### src/rtl/instr_fetch_unit_pkg.sv
// Shared definitions for the instruction fetch unit: NOP encoding, default reset PC and the
// fetch FSM state type.
package instr_fetch_unit_pkg;

  // addi x0, x0, 0
  localparam logic [31:0] NOP_INSTR        = 32'h0000_0013;
  localparam logic [31:0] RESET_PC_DEFAULT = 32'h0000_0000;

  typedef enum logic [1:0] {
    StIdle = 2'd0,
    StWait = 2'd1,
    StHold = 2'd2
  } fetch_state_e;

endpackage

### src/rtl/fetch_skid_buf.sv
// One-entry holding register for a fetched word that arrived while decode was stalled.
// Ports:
//   clk_i, rst_i         clock, synchronous active-high reset
//   load_i               capture {instr_i, pc_i} and mark valid
//   drain_i              entry consumed, mark invalid
//   flush_i              discard entry (wins over load/drain)
//   instr_i, pc_i        word and its PC to capture
//   instr_o, pc_o        held word and PC
//   valid_o              entry holds a word
module fetch_skid_buf
  import instr_fetch_unit_pkg::*;
#(
  parameter int unsigned XLEN = 32
) (
  input  logic            clk_i,
  input  logic            rst_i,
  input  logic            load_i,
  input  logic            drain_i,
  input  logic            flush_i,
  input  logic [31:0]     instr_i,
  input  logic [XLEN-1:0] pc_i,
  output logic [31:0]     instr_o,
  output logic [XLEN-1:0] pc_o,
  output logic            valid_o
);

  logic [31:0]     instr_q, instr_d;
  logic [XLEN-1:0] pc_q, pc_d;
  logic            valid_q, valid_d;

  always_comb begin
    instr_d = instr_q;
    pc_d    = pc_q;
    valid_d = valid_q;
    if (flush_i) begin
      valid_d = 1'b0;
    end else if (load_i) begin
      instr_d = instr_i;
      pc_d    = pc_i;
      valid_d = 1'b1;
    end else if (drain_i) begin
      valid_d = 1'b0;
    end
  end

  always_ff @(posedge clk_i) begin
    if (rst_i) begin
      instr_q <= NOP_INSTR;
      pc_q    <= '0;
      valid_q <= 1'b0;
    end else begin
      instr_q <= instr_d;
      pc_q    <= pc_d;
      valid_q <= valid_d;
    end
  end

  assign instr_o = instr_q;
  assign pc_o    = pc_q;
  assign valid_o = valid_q;

endmodule

### src/rtl/instr_fetch_unit.sv
// Instruction fetch unit: owns the PC, issues one outstanding request at a time to instruction
// memory, buffers one word across a decode stall and drives the IF/ID register. Redirects from
// execute flush buffered and in-flight fetches.
// Ports:
//   clk, rst                    clock, synchronous active-high reset
//   imem_req, imem_addr         registered request pulse and word-aligned address
//   imem_rdata, imem_rvalid     response word and strobe
//   id_stall                    decode cannot accept; IF/ID holds
//   redirect, redirect_pc       taken branch/jump and its target
//   if_instr, if_pc, if_valid   IF/ID pipeline register
module instr_fetch_unit
  import instr_fetch_unit_pkg::*;
#(
  parameter int unsigned     XLEN     = 32,
  parameter logic [XLEN-1:0] RESET_PC = XLEN'(RESET_PC_DEFAULT)
) (
  input  logic            clk,
  input  logic            rst,
  output logic            imem_req,
  output logic [XLEN-1:0] imem_addr,
  input  logic [31:0]     imem_rdata,
  input  logic            imem_rvalid,
  input  logic            id_stall,
  input  logic            redirect,
  input  logic [XLEN-1:0] redirect_pc,
  output logic [31:0]     if_instr,
  output logic [XLEN-1:0] if_pc,
  output logic            if_valid
);

  fetch_state_e    state_q, state_d;
  logic [XLEN-1:0] pc_q, pc_d, req_pc_q, req_pc_d, imem_addr_q, imem_addr_d;
  logic            kill_q, kill_d, imem_req_q, imem_req_d;
  logic [31:0]     if_instr_q, if_instr_d;
  logic [XLEN-1:0] if_pc_q, if_pc_d;
  logic            if_valid_q, if_valid_d;

  logic            buf_load, buf_drain, buf_flush, buf_valid;
  logic [31:0]     buf_instr;
  logic [XLEN-1:0] buf_pc;

  logic [XLEN-1:0] redirect_tgt, pc_inc;
  logic            unused_rpc_lsbs;

  assign redirect_tgt    = {redirect_pc[XLEN-1:2], 2'b00};
  assign pc_inc          = pc_q + XLEN'(4);
  assign unused_rpc_lsbs = ^redirect_pc[1:0];

  fetch_skid_buf #(
    .XLEN (XLEN)
  ) u_skid_buf (
    .clk_i   (clk),
    .rst_i   (rst),
    .load_i  (buf_load),
    .drain_i (buf_drain),
    .flush_i (buf_flush),
    .instr_i (imem_rdata),
    .pc_i    (req_pc_q),
    .instr_o (buf_instr),
    .pc_o    (buf_pc),
    .valid_o (buf_valid)
  );

  always_comb begin
    state_d    = state_q;
    pc_d       = pc_q;
    kill_d     = kill_q;
    req_pc_d   = req_pc_q;
    if_instr_d = if_instr_q;
    if_pc_d    = if_pc_q;
    if_valid_d = if_valid_q;
    buf_load   = 1'b0;
    buf_drain  = 1'b0;
    buf_flush  = 1'b0;

    // No new word this cycle: hold under stall, otherwise insert a bubble.
    if (!id_stall) begin
      if_valid_d = 1'b0;
    end

    unique case (state_q)
      StIdle: begin
        // The request raised on entry to IDLE is now in flight. Without one (only right after
        // reset) stay here so a request is raised; rvalid is ignored in this state.
        if (imem_req_q) begin
          state_d = StWait;
          kill_d  = redirect;
        end
      end
      StWait: begin
        if (imem_rvalid) begin
          if (kill_q || redirect) begin
            kill_d  = 1'b0;
            state_d = StIdle;
          end else if (!if_valid_q || !id_stall) begin
            if_instr_d = imem_rdata;
            if_pc_d    = req_pc_q;
            if_valid_d = 1'b1;
            pc_d       = pc_inc;
            state_d    = StIdle;
          end else begin
            buf_load = 1'b1;
            pc_d     = pc_inc;
            state_d  = StHold;
          end
        end else if (redirect) begin
          kill_d = 1'b1;
        end
      end
      StHold: begin
        if (!id_stall) begin
          if_instr_d = buf_instr;
          if_pc_d    = buf_pc;
          if_valid_d = buf_valid;
          buf_drain  = 1'b1;
          state_d    = StIdle;
        end
      end
      default: state_d = StIdle;
    endcase

    // Redirect wins over everything, including stall.
    if (redirect) begin
      pc_d       = redirect_tgt;
      if_valid_d = 1'b0;
      if_instr_d = NOP_INSTR;
      buf_flush  = 1'b1;
      buf_load   = 1'b0;
      buf_drain  = 1'b0;
      if (state_q == StHold) begin
        state_d = StIdle;
      end
    end

    // Entering (or staying in) IDLE raises the registered request for pc_d.
    imem_req_d  = (state_d == StIdle);
    imem_addr_d = imem_req_d ? pc_d : imem_addr_q;
    if (imem_req_d) begin
      req_pc_d = pc_d;
    end
  end

  always_ff @(posedge clk) begin
    if (rst) begin
      state_q     <= StIdle;
      pc_q        <= RESET_PC;
      kill_q      <= 1'b0;
      req_pc_q    <= RESET_PC;
      imem_req_q  <= 1'b0;
      imem_addr_q <= RESET_PC;
      if_instr_q  <= NOP_INSTR;
      if_pc_q     <= '0;
      if_valid_q  <= 1'b0;
    end else begin
      state_q     <= state_d;
      pc_q        <= pc_d;
      kill_q      <= kill_d;
      req_pc_q    <= req_pc_d;
      imem_req_q  <= imem_req_d;
      imem_addr_q <= imem_addr_d;
      if_instr_q  <= if_instr_d;
      if_pc_q     <= if_pc_d;
      if_valid_q  <= if_valid_d;
    end
  end

  assign imem_req  = imem_req_q;
  assign imem_addr = imem_addr_q;
  assign if_instr  = if_instr_q;
  assign if_pc     = if_pc_q;
  assign if_valid  = if_valid_q;

endmodule
### config.mk
export PLATFORM = sky130hd
export DESIGN_NAME = instr_fetch_unit
export DESIGN_NICKNAME = d
export VERILOG_FILES = /design/src/rtl/instr_fetch_unit_pkg.sv /design/src/rtl/fetch_skid_buf.sv /design/src/rtl/instr_fetch_unit.sv
export SDC_FILE = /design/constraint.sdc
export NUM_CORES = 1
export LEC_CHECK = 0
export BUFFER_PORTS_ARGS = -buffer_cell sky130_fd_sc_hd__buf_4
export CAP_MARGIN = 15
export CORE_MARGIN = 3
export CORE_UTILIZATION = 55
export DETAILED_ROUTE_END_ITERATION = 8
export GPL_ROUTABILITY_DRIVEN = 0
export PLACE_DENSITY = 0.78
export SETUP_SLACK_MARGIN = 0.15
export SLEW_MARGIN = 40
export SYNTH_ARGS = -nofsm -noshare
export SYNTH_HDL_FRONTEND = slang
export SYNTH_SLANG_ARGS = --single-unit
### constraint.sdc
create_clock -name clk -period 2.8 [get_ports clk]
set_input_delay 0.14 -clock clk [delete_from_list [all_inputs] [get_ports clk]]
set_output_delay 0.14 -clock clk [all_outputs]
set_load 0.05 [all_outputs]
==> metrics.log <==
INFO  metric numPortBuffers = approximately 160
INFO  metric crit_path_max_fanout = 10
INFO  metric asyncSetResetFlopFracSynth = 0
INFO  metric dp_slack = 0.450 ns
INFO  metric postSynth.topFlopCell = dfxtp_1
INFO  metric grt_pass1_vias = 6623
INFO  metric synth.yosys.warnings = 0
INFO  metric cp.required = 3.15 ns
INFO  metric cp-end-kind = flop
INFO  metric leakage = around 0.0040 µW
INFO  metric post-route-min-period = ~2.4 ns
INFO  metric antenna_violating_nets_post_route = 0
INFO  metric timing.final.max_slew_violations = 0
INFO  metric drc = 0
INFO  metric power.share.clock = 0.361
INFO  metric power_density = 730 nW/µm²
INFO  metric floorplan.io_pins = approximately 170
INFO  metric detail_route.wl_per_cell = around 16 µm
INFO  metric synth_edf_count = 0
INFO  metric multi_input_area = between 3000 and 4000 µm²
INFO  metric timing.rr.start = state_q[1]$_SDFF_PP0_
INFO  metric chipWidth = 128 µm
INFO  metric final.period_utilization = 0.840
INFO  metric worst_setup_path_start_kind = flop
INFO  metric netSwitchingFraction = 0.315
INFO  metric postCtsSetupBuffers = 0
INFO  metric totalNegativeSetupSlack = 0 ns
INFO  metric worst_r2r_path_depth = 8
INFO  metric globalRoute.totalOverflow = 0
INFO  metric grt_use_total = 0.253
INFO  metric cts-htree-levels = 4
INFO  metric max_cap_violations = 0
INFO  metric clkLatencyLatePin = between 0.4 and 0.5 ns
INFO  metric timing.reg2reg.setup_slack = 0.45 ns
INFO  metric postSynthNetCount = approximately 1000
INFO  metric antenna-diode-count = 0
INFO  metric maxClockFrequency = between 400 and 500 MHz
INFO  metric clock_sink_count = slightly below 200
INFO  metric numCtsBuffers = 17
INFO  metric cts_tree = built
INFO  metric worst_hold_path_depth = 3
INFO  metric grt_start_max_net_pins = 81
INFO  metric finish.instance_area = about 11000 µm²
INFO  metric worst_pin_slew = slightly above 0.8 ns
INFO  metric fp.dieH = around 130 µm
INFO  metric cts-root-to-sink-buffers = 2
INFO  metric post_route_cells_drive_above_1_share = 0.205
INFO  metric min_to = pc_q[2]$_SDFF_PP0_
INFO  metric netlist_area_before_placement = between 8000 and 9000 µm²
INFO  metric first_pass_iters = 5
INFO  metric worst_setup_hold_path_clk_slew = around 0.07 ns
INFO  metric finalClockSkew = roughly 0.0085 ns
INFO  metric ctsRootBufferMaster = clkbuf_16
INFO  metric start_util = 0.577
INFO  metric post_synth.cell_area_avg = 8.73 µm²
INFO  metric worst_slew_margin_rel = 0.450
INFO  metric nets_final = approximately 1200
INFO  metric timing.final.ws_setup = between 0.4 and 0.5 ns
INFO  metric hold_path.class = in2reg
INFO  metric regArea = ~4000 µm²
INFO  metric setup.worst_path.class = reg2reg
INFO  metric worstHoldStart = redirect_pc[2]
INFO  metric drt_iter0_drc = around 540
INFO  metric area_growth = 29.6%
INFO  metric postSynthRegisterBits = 198
INFO  metric synth_cell_types = 53
INFO  metric floorplan.die_area = around 16000 µm²
INFO  metric total_internal_power = about 5300 µW
INFO  metric irDropWorstVdd = slightly below 0.0005 V
INFO  metric comb_power_share = 0.220
INFO  metric wl = 21000 µm
INFO  metric via_count = 7256
INFO  metric seq_power_share = 0.418
INFO  metric postPlaceCellArea = 9570 µm²
INFO  metric report.final.hold_viol_count = 0
INFO  metric grt_setup_unrepaired = no
INFO  metric via_per_inst = 5.58
INFO  metric synthCells = 940
INFO  metric p_sw = 2440 µW
INFO  metric cp.arrival = 2.70 ns
INFO  metric floorplan.rows = 43
INFO  metric grt_antenna_before_repair = 0
INFO  metric global_route_wire_length_before_repair = around 33000 µm
INFO  metric finalCoreUtilization = 0.748
INFO  metric post_cts_resized = 0
INFO  metric run_status = complete, no violations
INFO  metric worstReg2RegEnd = imem_addr[20]$_SDFFE_PP0N_
INFO  metric fp.coreArea = ~14000 µm²
INFO  metric fillCellCount = around 1100
INFO  metric count_of_endpoints_failing_setup_in_the_final_report = 0
INFO  metric dp_hpwl = around 14000 µm
INFO  metric ys_seq_area_frac = 0.483
==> sequential cells by signal, summed over array words and instances (netlist names) <==
| signal | count |
|---|---|
| kill_q | 1 |
| state_q | 2 |
| pc_q | 32 |
| if_valid | 1 |
| u_skid_buf.valid_o | 1 |
| u_skid_buf.instr_o | 32 |
| imem_req | 1 |
| if_pc | 32 |
| if_instr | 32 |
| u_skid_buf.pc_o | 32 |
| imem_addr | 32 |
==> repair_timing <==
item,in CTS,in global routing
setup endpoints to repair,0,0
hold buffers,37,0
endpoints found under the hold margin,37,0
==> kinds of logic (layout without fill, tap and decap cells) <==
logic type | count (synthesis) | count (layout) | synth area share
AOI/OAI and AO/OA | 213 | 213 | 0.173
and+or+nand+nor | 360 | 360 | 0.197
buffers and inverters | 84 | 265 | 0.0423
adders and majority gates | 5 | 5 | 0.00763
xor gates and xnor gates | 10 | 10 | 0.0107
muxes | 70 | 70 | 0.0859
DFF | 198 | 198 | 0.483
==> cells in the final DEF, fill, tap and decap left out, types with 2 or more instances in the layout <==
cell and count:
a211oi_1 64, a21oi_1 72, a22o_1 3, a31oi_1 3, a32o_1 4, and2_1 6, and3_1 13, and4_1 6
buf_12 3, buf_4 181, bufinv_16 6, clkbuf_16 17, clkinvlp_4 3, dfxtp_1 198, dlygate4sd3_1 37, ha_1 4
inv_1 11, inv_6 2, mux2_2 3, mux2i_1 67, nand2_1 169, nand2b_1 14, nand3_1 14, nand4_1 6
nand4_2 2, nor2_1 89, nor3_1 14, nor4_1 16, o211ai_1 2, o21ai_0 19, o21ai_1 3, o22a_1 6
o22ai_1 2, o31a_1 11, o31ai_1 13, or3_1 3, or4_1 2, xnor2_1 5, xor2_1 5
==> synth_stat cells, types with 11 or more instances <==
cell type | count | area share
dfxtp_1 | 198 | 0.48
nand2_1 | 169 | 0.077
nor2_1 | 89 | 0.041
a21oi_1 | 72 | 0.044
mux2i_1 | 67 | 0.082
a211oi_1 | 64 | 0.059
clkbuf_1 | 46 | 0.021
o21ai_0 | 19 | 0.012
buf_2 | 18 | 0.011
nor4_1 | 16 | 0.012
nand3_1 | 15 | 0.0092
and3_1 | 14 | 0.011
nand2b_1 | 14 | 0.011
nor3_1 | 14 | 0.0085
o31ai_1 | 13 | 0.012
inv_1 | 11 | 0.0050
o31a_1 | 11 | 0.012
==> worst max path at each step <==
stage / end / slack, ns / depth (start not counted) / start
floorplan: imem_addr[31]$_SDFFE_PP0N_ / 0.77 / 7 / state_q[1]$_SDFF_PP0_
global placement: imem_addr[20]$_SDFFE_PP0N_ / 0.50 / 8 / state_q[1]$_SDFF_PP0_
detailed placement: imem_addr[20]$_SDFFE_PP0N_ / 0.45 / 8 / state_q[1]$_SDFF_PP0_
CTS: imem_addr[20]$_SDFFE_PP0N_ / 0.43 / 8 / state_q[1]$_SDFF_PP0_
global route: imem_addr[26]$_SDFFE_PP0N_ / 0.27 / 8 / state_q[1]$_SDFF_PP0_
finish: imem_addr[20]$_SDFFE_PP0N_ / 0.45 / 8 / state_q[1]$_SDFF_PP0_
==> critical path, cell delays in order (launching register included) <==
cell	delay [ns]
dfxtp_1	0.36
inv_1	0.12
ha_1	0.21
and4bb_2	0.34
nand4_2	0.27
buf_4	0.27
or3_1	0.29
and3_1	0.20
o31ai_1	0.21
==> per-stage QoR <==
step | power, µW | hold slack (ns) | instances
after floorplan | 4360 | 0.224 | 940
after global placement | 4950 | 0.365 | 1232
after detailed placement | 4970 | 0.365 | 1232
after CTS | 7790 | 0.00266 | 1301
after global routing | 8050 | 0.0115 | 1301
final | 7760 | 0.0166 | 1301
==> area by class of cell <==
type | instances | area share
Sequential cell | 198 | 0.373
Clock inverter | 14 | 0.0231
Clock buffer | 18 | 0.0413
Multi-Input combinational cell | 658 | 0.369
Inverter | 12 | 0.00424
Tap cell | 180 | 0.0212
Timing Repair Buffer | 221 | 0.168
==> per-layer routing <==
metal	track usage	vias up	wire, µm
met5	0	-	0
met4	0.0768	0	384
met3	0.0567	23	1300
met2	0.398	208	9660
met1	0.350	3358	9630
li1	-	3667	-
==> power by group through the flow <==
| stage | combinational, µW | clock (µW) | sequential, µW |
|---|---|---|---|
| finish | 1710 | 2800 | 3250 |
| global route | 1830 | 2950 | 3270 |
| CTS | 1720 | 2830 | 3240 |
| detailed placement | 1670 | 0 | 3300 |
| global placement | 1660 | 0 | 3290 |
| floorplan | 539 | 0 | 3820 |
Note: power is estimated with default switching activity, not from simulation.
